### src/rtl/ddr4_cmd_sequencer.sv
// ddr4_cmd_sequencer
//
// Turns one READ, WRITE or ROWCLONE request at a time into a DDR4 command
// sequence (ACT -> RD/WR -> PRE, or ACT -> ACT -> PRE for a row clone) on the
// command/address pins. It also generates the data-phase strobes that tell the
// datapath when to drive dq/dqs (writes) or to expect read data.
//
// Ports
//   clk        : clock, everything updates on the rising edge
//   rst        : synchronous active-high reset, returns to idle with pins deselected
//   req_valid  : a request is presented
//   req_ready  : sequencer is idle and accepts the request this cycle
//   req_type   : 0 READ, 1 WRITE, 2 ROWCLONE, 3 reserved (retired as a no-op)
//   req_rank   : target rank index
//   req_bg     : target bank group
//   req_ba     : target bank
//   req_row    : row to open (source row for ROWCLONE)
//   req_row2   : destination row for ROWCLONE
//   req_col    : column for READ/WRITE
//   cs_n       : per-rank chip select, active low
//   act_n      : activate strobe, active low
//   A          : address / command bus (upper three bits are RAS_n/CAS_n/WE_n when act_n=1)
//   bg, ba     : bank group / bank pins
//   dq_oe      : controller drives dq/dqs this cycle (write beat)
//   rd_valid   : a read beat is expected on dq this cycle
//   beat       : beat index within the current burst, 0 outside bursts
//   done       : one-cycle pulse when the request has fully retired
module ddr4_cmd_sequencer #(
    parameter int RANKS     = 1,
    parameter int BGWIDTH   = 2,
    parameter int BAWIDTH   = 2,
    parameter int ADDRWIDTH = 17,
    parameter int COLWIDTH  = 10,
    parameter int BL        = 8,
    parameter int tRCD      = 15,
    parameter int tCL       = 15,
    parameter int tCWL      = 0,
    parameter int tRAS      = 32,
    parameter int tRP       = 15,
    localparam int RANKW    = (RANKS > 1) ? $clog2(RANKS) : 1,
    localparam int BEATW    = (BL > 1) ? $clog2(BL) : 1
) (
    input  logic                 clk,
    input  logic                 rst,
    input  logic                 req_valid,
    output logic                 req_ready,
    input  logic [1:0]           req_type,
    input  logic [RANKW-1:0]     req_rank,
    input  logic [BGWIDTH-1:0]   req_bg,
    input  logic [BAWIDTH-1:0]   req_ba,
    input  logic [ADDRWIDTH-1:0] req_row,
    input  logic [ADDRWIDTH-1:0] req_row2,
    input  logic [COLWIDTH-1:0]  req_col,
    output logic [RANKS-1:0]     cs_n,
    output logic                 act_n,
    output logic [ADDRWIDTH-1:0] A,
    output logic [BGWIDTH-1:0]   bg,
    output logic [BAWIDTH-1:0]   ba,
    output logic                 dq_oe,
    output logic                 rd_valid,
    output logic [BEATW-1:0]     beat,
    output logic                 done
);

    localparam logic [3:0] S_IDLE = 4'd0;
    localparam logic [3:0] S_ACT  = 4'd1;
    localparam logic [3:0] S_TRCD = 4'd2;
    localparam logic [3:0] S_CAS  = 4'd3;
    localparam logic [3:0] S_DATA = 4'd4;
    localparam logic [3:0] S_ACT2 = 4'd5;
    localparam logic [3:0] S_TRAS = 4'd6;
    localparam logic [3:0] S_PRE  = 4'd7;
    localparam logic [3:0] S_TRP  = 4'd8;
    localparam logic [3:0] S_DONE = 4'd9;

    localparam logic [1:0] T_READ     = 2'd0;
    localparam logic [1:0] T_WRITE    = 2'd1;
    localparam logic [1:0] T_ROWCLONE = 2'd2;
    localparam logic [1:0] T_RESERVED = 2'd3;

    // Counter preloads. The "-2" preloads account for the cycle spent in the
    // command state itself plus the cycle in which the counter reads zero.
    localparam logic [7:0] TRCD_M2 = 8'(tRCD - 2);
    localparam logic [7:0] TRP_M2  = 8'(tRP - 2);
    localparam logic [7:0] TRAS_M1 = 8'(tRAS - 1);
    localparam logic [7:0] TCL8    = 8'(tCL);
    localparam logic [7:0] TCWL8   = 8'(tCWL);
    localparam logic [BEATW-1:0] LAST_BEAT = BEATW'(BL - 1);

    logic [3:0]           state;
    logic [1:0]           type_q;
    logic [RANKW-1:0]     rank_q;
    logic [BGWIDTH-1:0]   bg_q;
    logic [BAWIDTH-1:0]   ba_q;
    logic [ADDRWIDTH-1:0] row_q;
    logic [ADDRWIDTH-1:0] row2_q;
    logic [COLWIDTH-1:0]  col_q;
    logic [7:0]           wait_cnt;
    logic [7:0]           tras_cnt;
    logic [BEATW-1:0]     beat_cnt;
    logic                 act2_done;

    logic [7:0]           data_lat;
    logic                 tras_ready_next;
    logic                 data_strobe;
    logic [RANKS-1:0]     cmd_cs_n;

    assign req_ready = (state == S_IDLE) && !rst;
    assign data_lat  = (type_q == T_WRITE) ? TCWL8 : TCL8;

    // tras_cnt reaches zero exactly tRAS cycles after the last ACT, so a value
    // of one or less means the next cycle is allowed to carry PRE (or ACT2).
    assign tras_ready_next = (tras_cnt <= 8'd1);

    // With zero latency the first beat coincides with the CAS cycle, so the
    // strobe must also be raised while still in S_CAS.
    assign data_strobe = ((state == S_DATA) && (wait_cnt == 8'd0)) ||
                         ((state == S_CAS) && (data_lat == 8'd0));

    assign cmd_cs_n = ~(RANKS'(1) << rank_q);

    // Sequencing FSM plus its phase counter, tRAS counter and beat counter.
    // tRAS counts down freely and saturates at zero; every ACT reloads it.
    always_ff @(posedge clk) begin
        if (rst) begin
            state     <= S_IDLE;
            type_q    <= T_READ;
            rank_q    <= '0;
            bg_q      <= '0;
            ba_q      <= '0;
            row_q     <= '0;
            row2_q    <= '0;
            col_q     <= '0;
            wait_cnt  <= 8'd0;
            tras_cnt  <= 8'd0;
            beat_cnt  <= '0;
            act2_done <= 1'b0;
        end else begin
            if (tras_cnt != 8'd0) begin
                tras_cnt <= tras_cnt - 8'd1;
            end
            case (state)
                S_IDLE: begin
                    if (req_valid) begin
                        type_q    <= req_type;
                        rank_q    <= req_rank;
                        bg_q      <= req_bg;
                        ba_q      <= req_ba;
                        row_q     <= req_row;
                        row2_q    <= req_row2;
                        col_q     <= req_col;
                        act2_done <= 1'b0;
                        state     <= (req_type == T_RESERVED) ? S_DONE : S_ACT;
                    end
                end
                S_ACT: begin
                    tras_cnt <= TRAS_M1;
                    if (type_q == T_ROWCLONE) begin
                        state <= (tRAS <= 1) ? S_ACT2 : S_TRAS;
                    end else if (tRCD <= 1) begin
                        state <= S_CAS;
                    end else begin
                        wait_cnt <= TRCD_M2;
                        state    <= S_TRCD;
                    end
                end
                S_TRCD: begin
                    if (wait_cnt == 8'd0) begin
                        state <= S_CAS;
                    end else begin
                        wait_cnt <= wait_cnt - 8'd1;
                    end
                end
                S_CAS: begin
                    beat_cnt <= '0;
                    if (data_lat == 8'd0) begin
                        if (BL == 1) begin
                            state <= tras_ready_next ? S_PRE : S_TRAS;
                        end else begin
                            beat_cnt <= BEATW'(1);
                            wait_cnt <= 8'd0;
                            state    <= S_DATA;
                        end
                    end else begin
                        wait_cnt <= data_lat - 8'd1;
                        state    <= S_DATA;
                    end
                end
                S_DATA: begin
                    if (wait_cnt != 8'd0) begin
                        wait_cnt <= wait_cnt - 8'd1;
                    end else if (beat_cnt == LAST_BEAT) begin
                        beat_cnt <= '0;
                        state    <= tras_ready_next ? S_PRE : S_TRAS;
                    end else begin
                        beat_cnt <= beat_cnt + BEATW'(1);
                    end
                end
                S_TRAS: begin
                    if (tras_ready_next) begin
                        state <= ((type_q == T_ROWCLONE) && !act2_done) ? S_ACT2 : S_PRE;
                    end
                end
                S_ACT2: begin
                    tras_cnt  <= TRAS_M1;
                    act2_done <= 1'b1;
                    state     <= (tRAS <= 1) ? S_PRE : S_TRAS;
                end
                S_PRE: begin
                    if (tRP <= 1) begin
                        state <= S_DONE;
                    end else begin
                        wait_cnt <= TRP_M2;
                        state    <= S_TRP;
                    end
                end
                S_TRP: begin
                    if (wait_cnt == 8'd0) begin
                        state <= S_DONE;
                    end else begin
                        wait_cnt <= wait_cnt - 8'd1;
                    end
                end
                S_DONE: begin
                    state <= S_IDLE;
                end
                default: begin
                    state <= S_IDLE;
                end
            endcase
        end
    end

    // Pin decode. Every cycle that is not a command cycle is a deselect with
    // the address/bank pins parked at zero.
    always_comb begin
        cs_n     = '1;
        act_n    = 1'b1;
        A        = '0;
        bg       = '0;
        ba       = '0;
        dq_oe    = 1'b0;
        rd_valid = 1'b0;
        beat     = '0;
        done     = 1'b0;

        case (state)
            S_ACT, S_ACT2: begin
                cs_n  = cmd_cs_n;
                act_n = 1'b0;
                A     = (state == S_ACT) ? row_q : row2_q;
                bg    = bg_q;
                ba    = ba_q;
            end
            S_CAS: begin
                cs_n                = cmd_cs_n;
                A[COLWIDTH-1:0]     = col_q;
                A[10]               = 1'b0;
                A[ADDRWIDTH-1]      = 1'b1;
                A[ADDRWIDTH-2]      = 1'b0;
                A[ADDRWIDTH-3]      = (type_q == T_READ);
                bg                  = bg_q;
                ba                  = ba_q;
            end
            S_PRE: begin
                cs_n           = cmd_cs_n;
                A[ADDRWIDTH-2] = 1'b1;
                bg             = bg_q;
                ba             = ba_q;
            end
            S_DONE: begin
                done = 1'b1;
            end
            default: begin
            end
        endcase

        if (data_strobe) begin
            dq_oe    = (type_q == T_WRITE);
            rd_valid = (type_q == T_READ);
            beat     = (state == S_DATA) ? beat_cnt : '0;
        end
    end

endmodule
### config.mk
export PLATFORM = sky130hd
export DESIGN_NAME = ddr4_cmd_sequencer
export DESIGN_NICKNAME = d
export VERILOG_FILES = /design/src/rtl/ddr4_cmd_sequencer.sv
export SDC_FILE = /design/constraint.sdc
export NUM_CORES = 1
export LEC_CHECK = 0
export ABC_AREA = 0
export ABC_CLOCK_PERIOD_IN_PS = 3700
export CORE_AREA = 2 2 87 89
export DETAILED_ROUTE_END_ITERATION = 16
export DIE_AREA = 0 0 89 91
export PLACE_DENSITY = 0.84
export SLEW_MARGIN = 20
export SYNTH_ARGS = -nofsm -noshare
export SYNTH_HDL_FRONTEND = slang
export SYNTH_SLANG_ARGS = --single-unit
### constraint.sdc
create_clock -name clk -period 3.7 [get_ports clk]
set_input_delay 0.74 -clock clk [delete_from_list [all_inputs] [get_ports clk]]
set_output_delay 0.74 -clock clk [all_outputs]
set_load 0.02 [all_outputs]
Word-level counts from Yosys, hierarchy flattened
Cells that the tools add are included.

word-level totals
  register bits = 75
  word-level logic and storage cells = 108

cells by class
  $add $sub $neg = 4
  $lt $le $gt $ge = 1
  eq/ne operators = 22
  shift-type cells = 1
  mux-type cells = 40
  bitwise operators = 1
  reductions and logical operators = 26

operators by type and width
  operator                                             number
  case mux 8 bit (5 select lines)                      1
  case mux 4 bit (9 select lines)                      1
  two-way mux 4 bit                                    8
  two-way mux 8 bit                                    4
  case mux 11 bit (2 select lines)                     1
  two-way mux 3 bit                                    6
  != test 2 bit, second input constant                 9
  two-way mux 17 bit                                   1
  equality test 4 x 3 -> 1 bit, second input constant  4
  logical NOT 8 bit                                    2
  nonzero test 8 bit                                   2
  subtractor 8 x 1 -> 8 bit, second input constant     2
  two-way mux 5 bit                                    2
  equality test 4 x 2 -> 1 bit, second input constant  2
  equality test 4 bit, second input constant           2
  <= comparator 8 x 1 -> 1 bit, second input constant  1
  two-way mux 1 bit                                    8
  case mux 1 bit (2 select lines)                      4
  two-way mux 2 bit                                    3
  case mux 3 bit (2 select lines)                      1
  AND reduction 2 bit                                  3
  AND reduction 6 bit                                  1
  nonzero test 2 bit                                   3
  nonzero test 5 bit                                   1
  other kinds (17)                                     23

Logic depth before layout (Yosys ltp)
Gate-level depths: netlist of the first run.

  word-level depth = 6
  mapped depth = 8

Least setup slack after synthesis of the first run
Ideal clock, no wire load.

  kind = register to output
  from = reg wait_cnt[0]
  to = out rd_valid
  arrival = 2.144 ns
  setup slack = 0.816 ns
  stages on the path, launching flop included = 7
  buffers on the path = 1
  path through = dfxtp_1 -> inv_1 -> ha_1 -> or4b_1 -> or4_1 -> buf_2 -> nor4_1

on the way
  cells in the longest elaborated chain, start to end = 4

RTL lines
  element                 RTL line  RTL
  start, declared         98        logic [7:0] wait_cnt;
  start signal, assigned  171       wait_cnt <= wait_cnt - 8'd1;
  start signal, assigned  185       wait_cnt <= data_lat - 8'd1;
  start signal, assigned  191       wait_cnt <= wait_cnt - 8'd1;
  logical NOT 8 bit       117       assign data_strobe = ((state == S_DATA) && (wait_cnt == 8'd0)) ||
  logical AND 1 bit       117
  logical OR 1 bit        117
  two-way mux 1 bit       278       if (data_strobe) begin
  end, declared           60        output logic rd_valid,

Every way passes these cells.

Worst setup path after layout of the first run
  from = reg wait_cnt[0]
  to = out dq_oe

on the way
  cells in the longest elaborated chain, start to end = 4

RTL lines
  element            RTL line  RTL
  logical NOT 8 bit  117
  logical AND 1 bit  117
  logical OR 1 bit   117
  two-way mux 1 bit  278
  end, declared      59        output logic dq_oe,

Every way passes these cells.

==> results.txt, run 1 <==
- The run finished with clean final reports.
- TritonCTS built the clock tree.
- The portion of synthesized area spent on multiplexers is 5.27%.
* Async set-or-reset flop fraction in the synthesized netlist: 0%
- Largest family of logic cells by synthesized area: simple AND/OR/NAND/NOR gates
- In this run the cell area of the synthesized design comes to 0.00363 mm2.
- Dpl cells: 641
* Total gr overflow: 0
- The die covers 0.00810 mm2.
- Cell Area, Placed: 0.00454 mm2
- During synthesis, Yosys emitted a total of 0 warnings.
* Pre-antenna DRT Iters: 5
* Hold Worst Slack: 0.454 ns
- Count of boundary I/O pins: 84
* Fraction of layout instances using a drive strength above 1: 6.64%
* Number of clock sinks seen by CTS: 75
- Sequential share of the synthesized area: 41.3%
- Post-CTS Setup Inserts: 0
- For this design the static power due to leakage is 1.81 nW.
* #FFs+latches synth: 75
- Clk_skew: 0.00786 ns
- Post-Synthesis Net Count: 544
* Number of buffers on the longest clock path: 2
- The setup path with the least slack is of type flop to output pin.
- Deepest level of the CTS H-tree: 3
* Via count: 3632
* Post-route cell area: 0.00471 mm2
- In the routed design, unresolved DRC markers number 0.
- After layout, the worst path uses 96.6% of the clock period.
- Synthesized-area fraction occupied by adder cells: 2.41%
- After clock tree synthesis, the clock-pin slew on the worst setup and hold paths is 0.07 ns.
- Total global routing track utilization: 23.8%
- The first global-routing pass estimated 15.6 mm of wire.
- The via count of the first global-routing pass is 3416.
* Number of antenna violations at the first check in global routing: 1
- Setup violations remaining at the end of the flow were counted as 0.
* Max frequency: 280 MHz
- In this run the tightest slew margin relative to its limit is 40.0%.
- Area fraction in and, or, nand and nor cells after synthesis: 27.5%
- sky130_fd_sc_hd__dfxtp_1 takes more of the synthesized area than any other cell.
- The number of different library cells used by synthesis comes to 48.
- The tool flagged a number of max-cap violations equal to 0.
- Power density over the cells: 677 mW/mm2
* Final HPWL from detailed placement: 6.57 mm
- Average size of a mapped cell: 7.52 um2
* Synth area leaders: sky130_fd_sc_hd__dfxtp_1, sky130_fd_sc_hd__nand2_1, sky130_fd_sc_hd__a21oi_1
- Number of violations reported at the end of detailed-routing iteration 0: 326
* Launching element type of the critical path: flop
- Once the floorplan was initialized, standard cells occupied 50.9% of the core.
- Top fanout value on the critical path: 9
- Summing the areas of all xor and xnor instances in the mapped netlist gives 1.45% of the synthesized area.
* Number of synthesized flops with an enable pin: 0
- From left edge to right edge, the die measures 89 um.
- Total length of routed wires: 9.51 mm
- Antenna Nets Post-Route: 0
- Sum of negative setup slack: 0 ns
- Number of cells in the finished layout apart from fillers: 657
- The clock period could shrink to 3.57 ns.
- Tightest Hold Check Type: flop to flop
- Synthesis produced a netlist whose cell count is 483.
* Filler cell count in the final layout: 603
- Entering global routing, the biggest net connects 72 pins.
* Core Util, Final: 66.1%
- The most used flip-flop cell after synthesis is sky130_fd_sc_hd__dfxtp_1.
- TritonCTS created 9 clock buffers.
- The net count of the finished layout is 614.
- Source-to-sink clock delay at the later pin of the worst-skew pair: 0.34 ns
- Maximum ir drop on the vdd rail: 280 uV
* CP Data Required Time: 2.96 ns
- Relative to the synthesized area, the layout overhead comes to 29.8%.
* Routed via count divided by cell count: 5.53
* Synthesized-area fraction occupied by ao, oa, aoi and oai cells: 17.8%
- The max-slew violation count came to 0.
* WL/cell: 14.5 um
- For the worst setup path, the data arrival time is 2.83 ns.
- IO buf count: 83
- The tree is rooted in a sky130_fd_sc_hd__clkbuf_8.
- For the pin with the worst max-slew slack, the measured transition is 0.900 ns.
- Setup crit end kind: output pin
* Gpl congestion: 0.854
- Vertical die dimension: 91 um
- Area share of the largest cell type after synthesis: 41.3%
- The count of final hold-check violations came to 0.
* Unrepaired setup endpoints after global routing: no
* Std cell rows: 31
- CORE AREA: 0.00714 mm2
## power by group
part	internal (mW)	leakage (nW)	switching, mW
clock	0.254	0.0839	0.299
sequential	1.01	0.615	0.172
combinational	0.606	1.11	0.846
total	1.87	1.81	1.32
## layout by cell type, fill, tap and decap left out, types with 2 or more instances in the layout
cell type,n
sky130_fd_sc_hd__xor2_1,2
sky130_fd_sc_hd__clkdlybuf4s50_1,80
sky130_fd_sc_hd__xnor2_1,4
sky130_fd_sc_hd__clkinvlp_4,2
sky130_fd_sc_hd__nand4_1,2
sky130_fd_sc_hd__inv_1,7
sky130_fd_sc_hd__nand2_1,130
sky130_fd_sc_hd__nor3b_1,2
sky130_fd_sc_hd__a21oi_1,71
sky130_fd_sc_hd__and2_1,7
sky130_fd_sc_hd__or2_2,2
sky130_fd_sc_hd__nor2b_1,2
sky130_fd_sc_hd__a31oi_1,6
sky130_fd_sc_hd__mux2i_1,18
sky130_fd_sc_hd__clkinv_2,3
sky130_fd_sc_hd__dfxtp_1,75
sky130_fd_sc_hd__ha_1,7
sky130_fd_sc_hd__or3_1,3
sky130_fd_sc_hd__o21ai_0,21
sky130_fd_sc_hd__nand3b_1,4
sky130_fd_sc_hd__nand2b_1,9
sky130_fd_sc_hd__buf_4,10
sky130_fd_sc_hd__nor2_1,26
sky130_fd_sc_hd__clkbuf_8,10
sky130_fd_sc_hd__nand3_1,6
sky130_fd_sc_hd__o22ai_1,4
sky130_fd_sc_hd__nor3_1,8
sky130_fd_sc_hd__nor4_1,5
sky130_fd_sc_hd__o32ai_1,2
sky130_fd_sc_hd__or4b_2,2
sky130_fd_sc_hd__or4b_1,2
sky130_fd_sc_hd__dlymetal6s2s_1,2
## routing by layer
| layer | track usage [%] | share of wire, % |
|---|---|---|
| met1 | 31.8 | 44 |
| met3 | 5.82 | 6.4 |
| met4 | 7.09 | 1.7 |
| met5 | 0 | 0 |
| met2 | 37.9 | 48 |
## logic make-up after synthesis
family / after synthesis
buffers and inverters: 41
adders and majority gates: 7
AOI/OAI and AO/OA: 116
and+or+nand+nor: 219
muxes: 19
xor gates and xnor gates: 6
DFF: 75
## cell type report
class | count | area [um2] | share of cell area [%]
multi-input combinational | 367 | 1990 | 42.1
sequential | 75 | 1500 | 31.8
timing repair buffer | 93 | 906 | 19.2
clock buffer | 10 | 138 | 2.92
tap | 99 | 124 | 2.63
clock inverter | 5 | 30.0 | 0.637
inverter | 7 | 26.3 | 0.557
antenna | 1 | 2.50 | 0.0531
## stage by stage
step / total power, mW / setup slack [ns]
after floorplan: 2.21 / 0.816
after global placement: 2.57 / 0.435
after detailed placement: 2.62 / 0.345
after CTS: 3.18 / 0.0963
after global routing: 3.43 / 0.0133
final: 3.19 / 0.126
## synthesized netlist by cell type (2+ instances only)
library cell,instances
sky130_fd_sc_hd__nand2b_1,9
sky130_fd_sc_hd__and3_1,2
sky130_fd_sc_hd__buf_1,3
sky130_fd_sc_hd__nand2_1,130
sky130_fd_sc_hd__nor2_1,26
sky130_fd_sc_hd__nand4_1,2
sky130_fd_sc_hd__o22ai_1,4
sky130_fd_sc_hd__or2_2,2
sky130_fd_sc_hd__or4b_1,2
sky130_fd_sc_hd__nor3_1,8
sky130_fd_sc_hd__o32ai_1,2
sky130_fd_sc_hd__nand3b_1,4
sky130_fd_sc_hd__nor2b_1,2
sky130_fd_sc_hd__dfxtp_1,75
sky130_fd_sc_hd__or4_1,2
sky130_fd_sc_hd__inv_1,7
sky130_fd_sc_hd__mux2i_1,18
sky130_fd_sc_hd__xnor2_1,4
sky130_fd_sc_hd__clkbuf_1,30
sky130_fd_sc_hd__nand3_1,7
sky130_fd_sc_hd__or3_1,3
sky130_fd_sc_hd__a21oi_1,71
sky130_fd_sc_hd__o21ai_0,21
sky130_fd_sc_hd__or4b_2,2
sky130_fd_sc_hd__nor3b_1,2
sky130_fd_sc_hd__and2_1,7
sky130_fd_sc_hd__a31oi_1,6
sky130_fd_sc_hd__nor4_1,5
sky130_fd_sc_hd__xor2_1,2
sky130_fd_sc_hd__ha_1,7
## critical path, stage by stage, from the launching register on
cell                              delay (ns)
sky130_fd_sc_hd__dfxtp_1                0.35
sky130_fd_sc_hd__inv_1                  0.09
sky130_fd_sc_hd__ha_1                   0.13
sky130_fd_sc_hd__or4b_1                 0.46
sky130_fd_sc_hd__or4_4                  0.51
sky130_fd_sc_hd__o21a_4                 0.25
sky130_fd_sc_hd__nor2_1                 0.09
sky130_fd_sc_hd__clkdlybuf4s50_1        0.61
## path summary, 6_finish.rpt
kind | startpoint | endpoint | slack [ns] | depth (start not counted)
max | wait_cnt[0]$_SDFFE_PP0P_ | dq_oe | 0.13 | 7
max reg2reg | wait_cnt[0]$_SDFFE_PP0P_ | beat_cnt[1]$_SDFFE_PP0P_ | 1.20 | 7
min reg2reg | row_q[12]$_SDFFE_PP0P_ | row_q[12]$_SDFFE_PP0P_ | 0.45 | 2
min | row_q[12]$_SDFFE_PP0P_ | row_q[12]$_SDFFE_PP0P_ | 0.45 | 2
## registers in the layout (all words and copies together) (netlist names), 2 cells and up
register and flops:
state 4, ba_q 2, beat_cnt 3, row_q 17, row2_q 17, col_q 10, type_q 2, wait_cnt 8
bg_q 2, tras_cnt 8
## repair_timing
action                                  CTS  global route
gates resized for setup                   1             2
hold endpoints to repair                  0             0
endpoints found under the setup margin    4             2
hold buffers                              0             0
cloned                                    0             0
(Power assumes the default switching activity.)
==> run 2: changes to the inputs <==
--- a/config.mk
+++ b/config.mk
@@ -10,6 +10,7 @@
 export CORE_AREA = 2 2 87 89
 export DETAILED_ROUTE_END_ITERATION = 16
 export DIE_AREA = 0 0 89 91
+export GPL_ROUTABILITY_DRIVEN = 0
 export PLACE_DENSITY = 0.84
 export SLEW_MARGIN = 20
 export SYNTH_ARGS = -nofsm -noshare
==> results.txt, run 2 (same netlist as run 1, synthesis figures left out) <==
- Result of the run: complete, no violations (unchanged).
- Initial standard-cell utilization of the core: 50.9% (unchanged)
* IO buf count: 83 (unchanged)
- Top fanout value on the critical path: 18 (was 9)
* Sum of negative setup slack: 0 ns (unchanged)
- The largest voltage drop on the vdd net came to 324 uV (was 280 uV).
- Total length of routed wires: 9.61 mm (was 9.51 mm)
- The maximum clock frequency is 289 MHz (was 280 MHz).
- Fraction of layout instances using a drive strength above 1: 6.12% (was 6.64%)
* Max transition margin: 39.5% (was 40.0%)
- Power density over the cells: 701 mW/mm2 (was 677 mW/mm2)
- Crit path capture: A[3] (was dq_oe)
* Nets: 612 (was 614)
* Source-to-sink clock delay at the later pin of the worst-skew pair: 0.35 ns (was 0.34 ns)
- The initial antenna violation count is 1 (unchanged).
- Vertical die dimension: 91 um (unchanged)
- The critical path data arrival time is 2.72 ns (was 2.83 ns).
- The first-pass GRT wire length was 15.9 mm (was 15.6 mm).
- The global router's overall resource usage is 24.6% (was 23.8%).
- The tightest hold margin was 0.456 ns (was 0.454 ns).
- Pre-antenna DRT Iters: 5 (unchanged)
* Worst-path clk slew: 0.08 ns (was 0.07 ns)
* Pin count of the biggest net entering global routing: 72 (unchanged)
- Total clock buffers created by CTS: 9 (unchanged)
- Post-route minimum period: 3.46 ns (was 3.57 ns)
- Die Width: 89 um (unchanged)
- The critical register-to-register path endpoint is beat_cnt[0]$_SDFFE_PP0P_ (was beat_cnt[1]$_SDFFE_PP0P_).
- Unrepaired setup endpoints after global routing: no (unchanged)
- The row count was 31 (unchanged).
* Die Footprint: 0.00810 mm2 (unchanged)
- Area overhead of the layout relative to synthesis: 31.0% (was 29.8%)
* Critical path class: flop to output pin (unchanged)
- The max-slew violation count was 0 (unchanged).
- Number of maximum-capacitance violations: 0 (unchanged)
* Startpoint of the most critical setup path: state[3]$_SDFFE_PP0P_ (was wait_cnt[0]$_SDFFE_PP0P_)
- The CTS tree is built (unchanged).
* Total gr overflow: 0 (unchanged)
- Logic depth of the worst register-to-register path: 7 (unchanged)
* Worst reg2reg startpoint: wait_cnt[0]$_SDFFE_PP0P_ (unchanged)
- Setup crit end kind: output pin (unchanged)
- Leakage component of the power: 1.88 nW (was 1.81 nW)
* Launching element type of the critical path: flop (unchanged)
* CP Data Required Time: 2.96 ns (about the same)
* Final HPWL from detailed placement: 6.43 mm (was 6.57 mm)
- The area of the core was 0.00714 mm2 (unchanged).
- Number of design rule violations left after detail routing: 0 (unchanged)
- The transition time of the tightest slew-check pin was 0.907 ns (was 0.900 ns).
- The final critical-path share of the clock period is 93.4% (was 96.6%).
- Final setup violation count: 0 (unchanged)
- Clk_skew: 0.0119 ns (was 0.00786 ns)
* Number of clock sinks seen by CTS: 75 (unchanged)
* Post-CTS Setup Inserts: 0 (unchanged)
- Routed via count divided by cell count: 5.58 (was 5.53)
* Number of global-route vias before repair: 3445 (was 3416)
* WL/cell: 14.6 um (was 14.5 um)
- The clock root buffer master is sky130_fd_sc_hd__clkbuf_8 (unchanged).
- Count of boundary I/O pins: 84 (unchanged)
- Register-to-Register Setup Slack: 1.08 ns (was 1.20 ns)
- The number of vias in the routed layout came to 3663 (was 3632).
- Number of hold violations in the final report: 0 (unchanged)
- The commonest non-fill, non-tap cell in the layout is sky130_fd_sc_hd__nand2_1 (unchanged).
- Antenna Nets Post-Route: 0 (unchanged)
* Number of buffers on the longest clock path: 2 (unchanged)
* Tightest Hold Check Type: flop to flop (unchanged)
- Most used cells in the layout excluding fill and tap cells: sky130_fd_sc_hd__nand2_1, sky130_fd_sc_hd__clkdlybuf4s50_1, sky130_fd_sc_hd__dfxtp_1 (unchanged)
- The CTS H-tree depth came to 3 (unchanged).
* Number of violations reported at the end of detailed-routing iteration 0: 266 (was 326)
- Largest registers: row2_q x17, row_q x17, col_q x10 (unchanged)
## run 2: report_power, final
part | total, mW | switching [mW] | internal (mW)
logic | 1.44 | 0.846 | 0.595
registers | 1.20 | 0.184 | 1.01
clock network | 0.697 | 0.298 | 0.399
## run 2: timing repair
action / in CTS / in global routing
pin swaps: 0 / 0
hold buffers: 0 / 0
resized for setup: 1 / 5
setup endpoints to repair: 4 / 5
## run 2: worst min path at each step
stage                           startpoint                endpoint  slack [ns]  cells past startpoint
finish                ba_q[1]$_SDFFE_PP0P_    ba_q[1]$_SDFFE_PP0P_        0.46                      2
global route          ba_q[1]$_SDFFE_PP0P_    ba_q[1]$_SDFFE_PP0P_        0.48                      2
CTS                 row2_q[3]$_SDFFE_PP0P_  row2_q[3]$_SDFFE_PP0P_        0.46                      2
detailed placement  row2_q[3]$_SDFFE_PP0P_  row2_q[3]$_SDFFE_PP0P_        0.45                      2
global placement      bg_q[1]$_SDFFE_PP0P_    bg_q[1]$_SDFFE_PP0P_        0.44                      2
floorplan              rank_q$_SDFFE_PP0P_     rank_q$_SDFFE_PP0P_        0.43                      2
## run 2: cell type report
| class | instances | area, um2 |
|---|---|---|
| repair buffers | 91 | 898 |
| fillers | 596 | 2380 |
| multi-input cells | 367 | 1990 |
| clock inverters | 4 | 73.8 |
| well taps | 99 | 124 |
| flip-flops and latches | 75 | 1500 |
| clock buffers | 12 | 145 |
| diodes | 1 | 2.50 |
| inverters | 7 | 26.3 |
## run 2: per-stage QoR
step	utilization, %	power (mW)	setup slack, ns	instance area (um2)	instances
floorplan	-	2.21	0.816	3630	483
global placement	63.3	2.56	0.440	4520	639
detailed placement	63.3	2.61	0.348	4520	639
CTS	66.5	3.33	0.0666	4740	655
global route	66.6	3.57	0.0673	4760	655
finish	66.7	3.33	0.244	4760	656
## run 2: critical path: stages, from the launching register on
cell and delay (ns):
sky130_fd_sc_hd__dfxtp_1 0.49, sky130_fd_sc_hd__nor2_1 0.35, sky130_fd_sc_hd__nand2_1 0.31, sky130_fd_sc_hd__buf_4 0.31, sky130_fd_sc_hd__o21ai_0 0.24, sky130_fd_sc_hd__clkdlybuf4s50_1 0.65
## run 2: routing by layer
metal	vias to the layer above	global-route usage (%)	wire [um]
met2	145	38.5	4590
met3	22	5.73	630
met1	1710	32.4	4130
met5	-	0	0
li1	1786	-	-
met4	0	10.1	246
==> run 3: changes to the inputs <==
--- a/config.mk
+++ b/config.mk
@@ -6,12 +6,12 @@
 export NUM_CORES = 1
 export LEC_CHECK = 0
 export ABC_AREA = 0
-export ABC_CLOCK_PERIOD_IN_PS = 3700
-export CORE_AREA = 2 2 87 89
+export ABC_CLOCK_PERIOD_IN_PS = 2800
+export CORE_AREA = 2 2 93 95
 export DETAILED_ROUTE_END_ITERATION = 16
-export DIE_AREA = 0 0 89 91
+export DIE_AREA = 0 0 95 97
 export GPL_ROUTABILITY_DRIVEN = 0
-export PLACE_DENSITY = 0.84
+export PLACE_DENSITY = 0.78
 export SLEW_MARGIN = 20
 export SYNTH_ARGS = -nofsm -noshare
 export SYNTH_HDL_FRONTEND = slang
==> constraint.sdc (replaced) <==
create_clock -name clk -period 2.8 [get_ports clk]
set_input_delay 0.56 -clock clk [delete_from_list [all_inputs] [get_ports clk]]
set_output_delay 0.56 -clock clk [all_outputs]
set_load 0.02 [all_outputs]
==> results.txt, run 3 (same netlist as run 1, synthesis figures left out) <==
- Total clock buffers created by CTS: 9 (unchanged)
* Largest registers: row2_q x17, row_q x17, col_q x10 (unchanged)
- The leakage component of the power is 2.00 nW (was 1.88 nW).
* Top fanout value on the critical path: 4 (was 18)
- Pin count of the biggest net entering global routing: 72 (unchanged)
* Final Slew Violations: 0 (unchanged)
- Via count: 3661 (was 3663)
* Routed via count divided by cell count: 5.42 (was 5.58)
- The startpoint of the most critical setup path was wait_cnt[0]$_SDFFE_PP0P_ (was state[3]$_SDFFE_PP0P_).
- CP Data Required Time: 2.24 ns (was 2.96 ns)
- Unrepaired setup endpoints after global routing: yes (was no).
- Worst Min Path Start: bg_q[0]$_SDFFE_PP0P_ (was ba_q[1]$_SDFFE_PP0P_)
- Post-route total power: 4.66 mW (was 3.33 mW)
* Setup slack after layout: -0.0119 ns (was 0.244 ns)
- Core Util, Final: 60.6% (was 66.7%)
- Area overhead of the layout relative to synthesis: 35.7% (was 31.0%)
- The commonest non-fill, non-tap cell in the layout was sky130_fd_sc_hd__nand2_1 (unchanged).
- Number of antenna violations at the first check in global routing: 0 (was 1)
- Most used cells in the layout excluding fill and tap cells: sky130_fd_sc_hd__nand2_1, sky130_fd_sc_hd__dfxtp_1, sky130_fd_sc_hd__a21oi_1 (was sky130_fd_sc_hd__nand2_1, sky130_fd_sc_hd__clkdlybuf4s50_1, sky130_fd_sc_hd__dfxtp_1).
- The storage element area was 0.00150 mm2 (about the same).
- Max frequency: 356 MHz
- Wire length of the first global-routing pass: 16.7 mm (was 15.9 mm)
- Cell Area, Placed: 0.00466 mm2 (was 0.00452 mm2)
- The sum of negative setup slack is -0.0246 ns (was 0 ns).
- Source-to-sink clock delay at the later pin of the worst-skew pair: 0.35 ns (about the same)
- The multi-input combinational cell area came to 0.00201 mm2 (was 0.00199 mm2).
* Launching element type of the critical path: flop (unchanged)
* Number of cells in the finished layout apart from fillers: 676 (was 656)
- The final count of negative-setup-slack endpoints was 3 (was 0).
- Hold Worst Slack: 0.453 ns (was 0.456 ns)
- Critical Path AT: 2.25 ns (was 2.72 ns)
- Die Footprint: 0.00922 mm2 (was 0.00810 mm2)
* Post-route minimum period: 2.81 ns
- Number of clock sinks seen by CTS: 75 (unchanged)
- The x dimension of the die is 95 um (was 89 um).
- Number of maximum-capacitance violations: 0 (unchanged)
* Worst-Margin Slew: 0.715 ns (was 0.907 ns)
- WL/cell: 14.8 um (was 14.6 um)
* Number of global-route vias before repair: 3565 (was 3445)
- Vertical die dimension: 97 um (was 91 um)
- Worst-path clk slew: 0.08 ns (about the same)
- Filler cell count in the final layout: 687 (was 596)
- The launch point of the worst reg-to-reg path is wait_cnt[0]$_SDFFE_PP0P_ (unchanged).
- The remaining global-route overflow is 0 (unchanged).
- Number of design rule violations left after detail routing: 0 (unchanged)
- TritonCTS clock tree: built (unchanged)
* Number of violations reported at the end of detailed-routing iteration 0: 410 (was 266)
* Critical path class: flop to output pin (unchanged)
* Nets: 627 (was 612)
* Power density over the cells: 944 mW/mm2 (was 701 mW/mm2)
- Std cell rows: 33 (was 31)
- The clock root buffer master was sky130_fd_sc_hd__clkbuf_8 (unchanged).
* Post-CTS Setup Inserts: 0 (unchanged)
- Pre-antenna DRT Iters: 6 (was 5)
- Deepest level of the CTS H-tree: 3 (unchanged)
* Maximum ir drop on the vdd rail: 476 uV (was 324 uV)
- Antenna cell count: 0 (was 1)
- Max transition margin: 52.3% (was 39.5%)
* Final HPWL from detailed placement: 6.86 mm (was 6.43 mm)
- The initial cell density of the core came to 44.7% (was 50.9%).
- Final worst-path cycle share: 100%
* Tightest Hold Check Type: flop to flop (unchanged)
- The final reports fail on setup timing.
- The endpoint class of the critical path is an output pin (unchanged).
- Result of the run: finished with violations (was complete, no violations)
* Fraction of layout instances using a drive strength above 1: 11.0% (was 6.12%)
* Dpl cells: 660 (was 639)
- The area of the core is 0.00813 mm2 (was 0.00714 mm2).
* Number of hold violations in the final report: 0 (unchanged)
- Total global routing track utilization: 22.6% (was 24.6%)
* Setup slack at placement: -0.190 ns (was 0.348 ns)
* Antenna Nets Post-Route: 0 (unchanged)
- The number of I/O port buffers is 83 (unchanged).
- The cell area after layout is 0.00493 mm2 (was 0.00476 mm2).
- The number of primary I/O pins was 84 (unchanged).
* Total length of routed wires: 10.0 mm (was 9.61 mm)
- The maximum buffer depth of the clock tree is 2 (unchanged).
- Clk_skew: 0.00774 ns (was 0.0119 ns)
-- run 3: critical path, stage by stage (launching register included) --
cell and delay (ns):
sky130_fd_sc_hd__dfxtp_2 0.33, sky130_fd_sc_hd__inv_2 0.05, sky130_fd_sc_hd__ha_1 0.12, sky130_fd_sc_hd__or4b_4 0.45, sky130_fd_sc_hd__or4_4 0.47, sky130_fd_sc_hd__a21oi_2 0.19
sky130_fd_sc_hd__and2_1 0.16, sky130_fd_sc_hd__buf_6 0.12
-- run 3: repair_timing --
item                                    CTS  global route
pin swaps                                 3             0
hold buffers                              0             0
endpoints found under the setup margin   14            12
gates resized for setup                  44             9
-- run 3: worst paths after layout --
check	to	slack, ns	cells past startpoint
worst min register to register	bg_q[0]$_SDFFE_PP0P_	0.45	2
worst max-delay path	beat[1]	-0.01	7
worst min-delay path	bg_q[0]$_SDFFE_PP0P_	0.45	2
worst max register to register	beat_cnt[1]$_SDFFE_PP0P_	0.31	8
-- run 3: final cells by class --
| type | instances | area share [%] |
|---|---|---|
| flip-flops and latches | 75 | 30.5 |
| well taps | 105 | 2.66 |
| clock buffers | 10 | 2.59 |
| multi-input cells | 367 | 40.7 |
| inverters | 7 | 0.533 |
| clock inverters | 6 | 2.28 |
| repair buffers | 106 | 20.8 |
-- run 3: report_power, final --
part | internal, mW | leakage [nW] | switching [mW]
Sequential | 1.34 | 0.616 | 0.182
Clock | 0.596 | 0.121 | 0.418
Combinational | 0.894 | 1.26 | 1.23
-- run 3: per-layer routing --
layer  global-route usage [%]  up-vias  part of all wire [%]
met5                        0        -                     0
met4                     7.13        0                   1.8
met3                     5.37       18                   6.8
met2                     36.7      129                    49
met1                     29.4     1701                    42
li1                         -     1813                     -
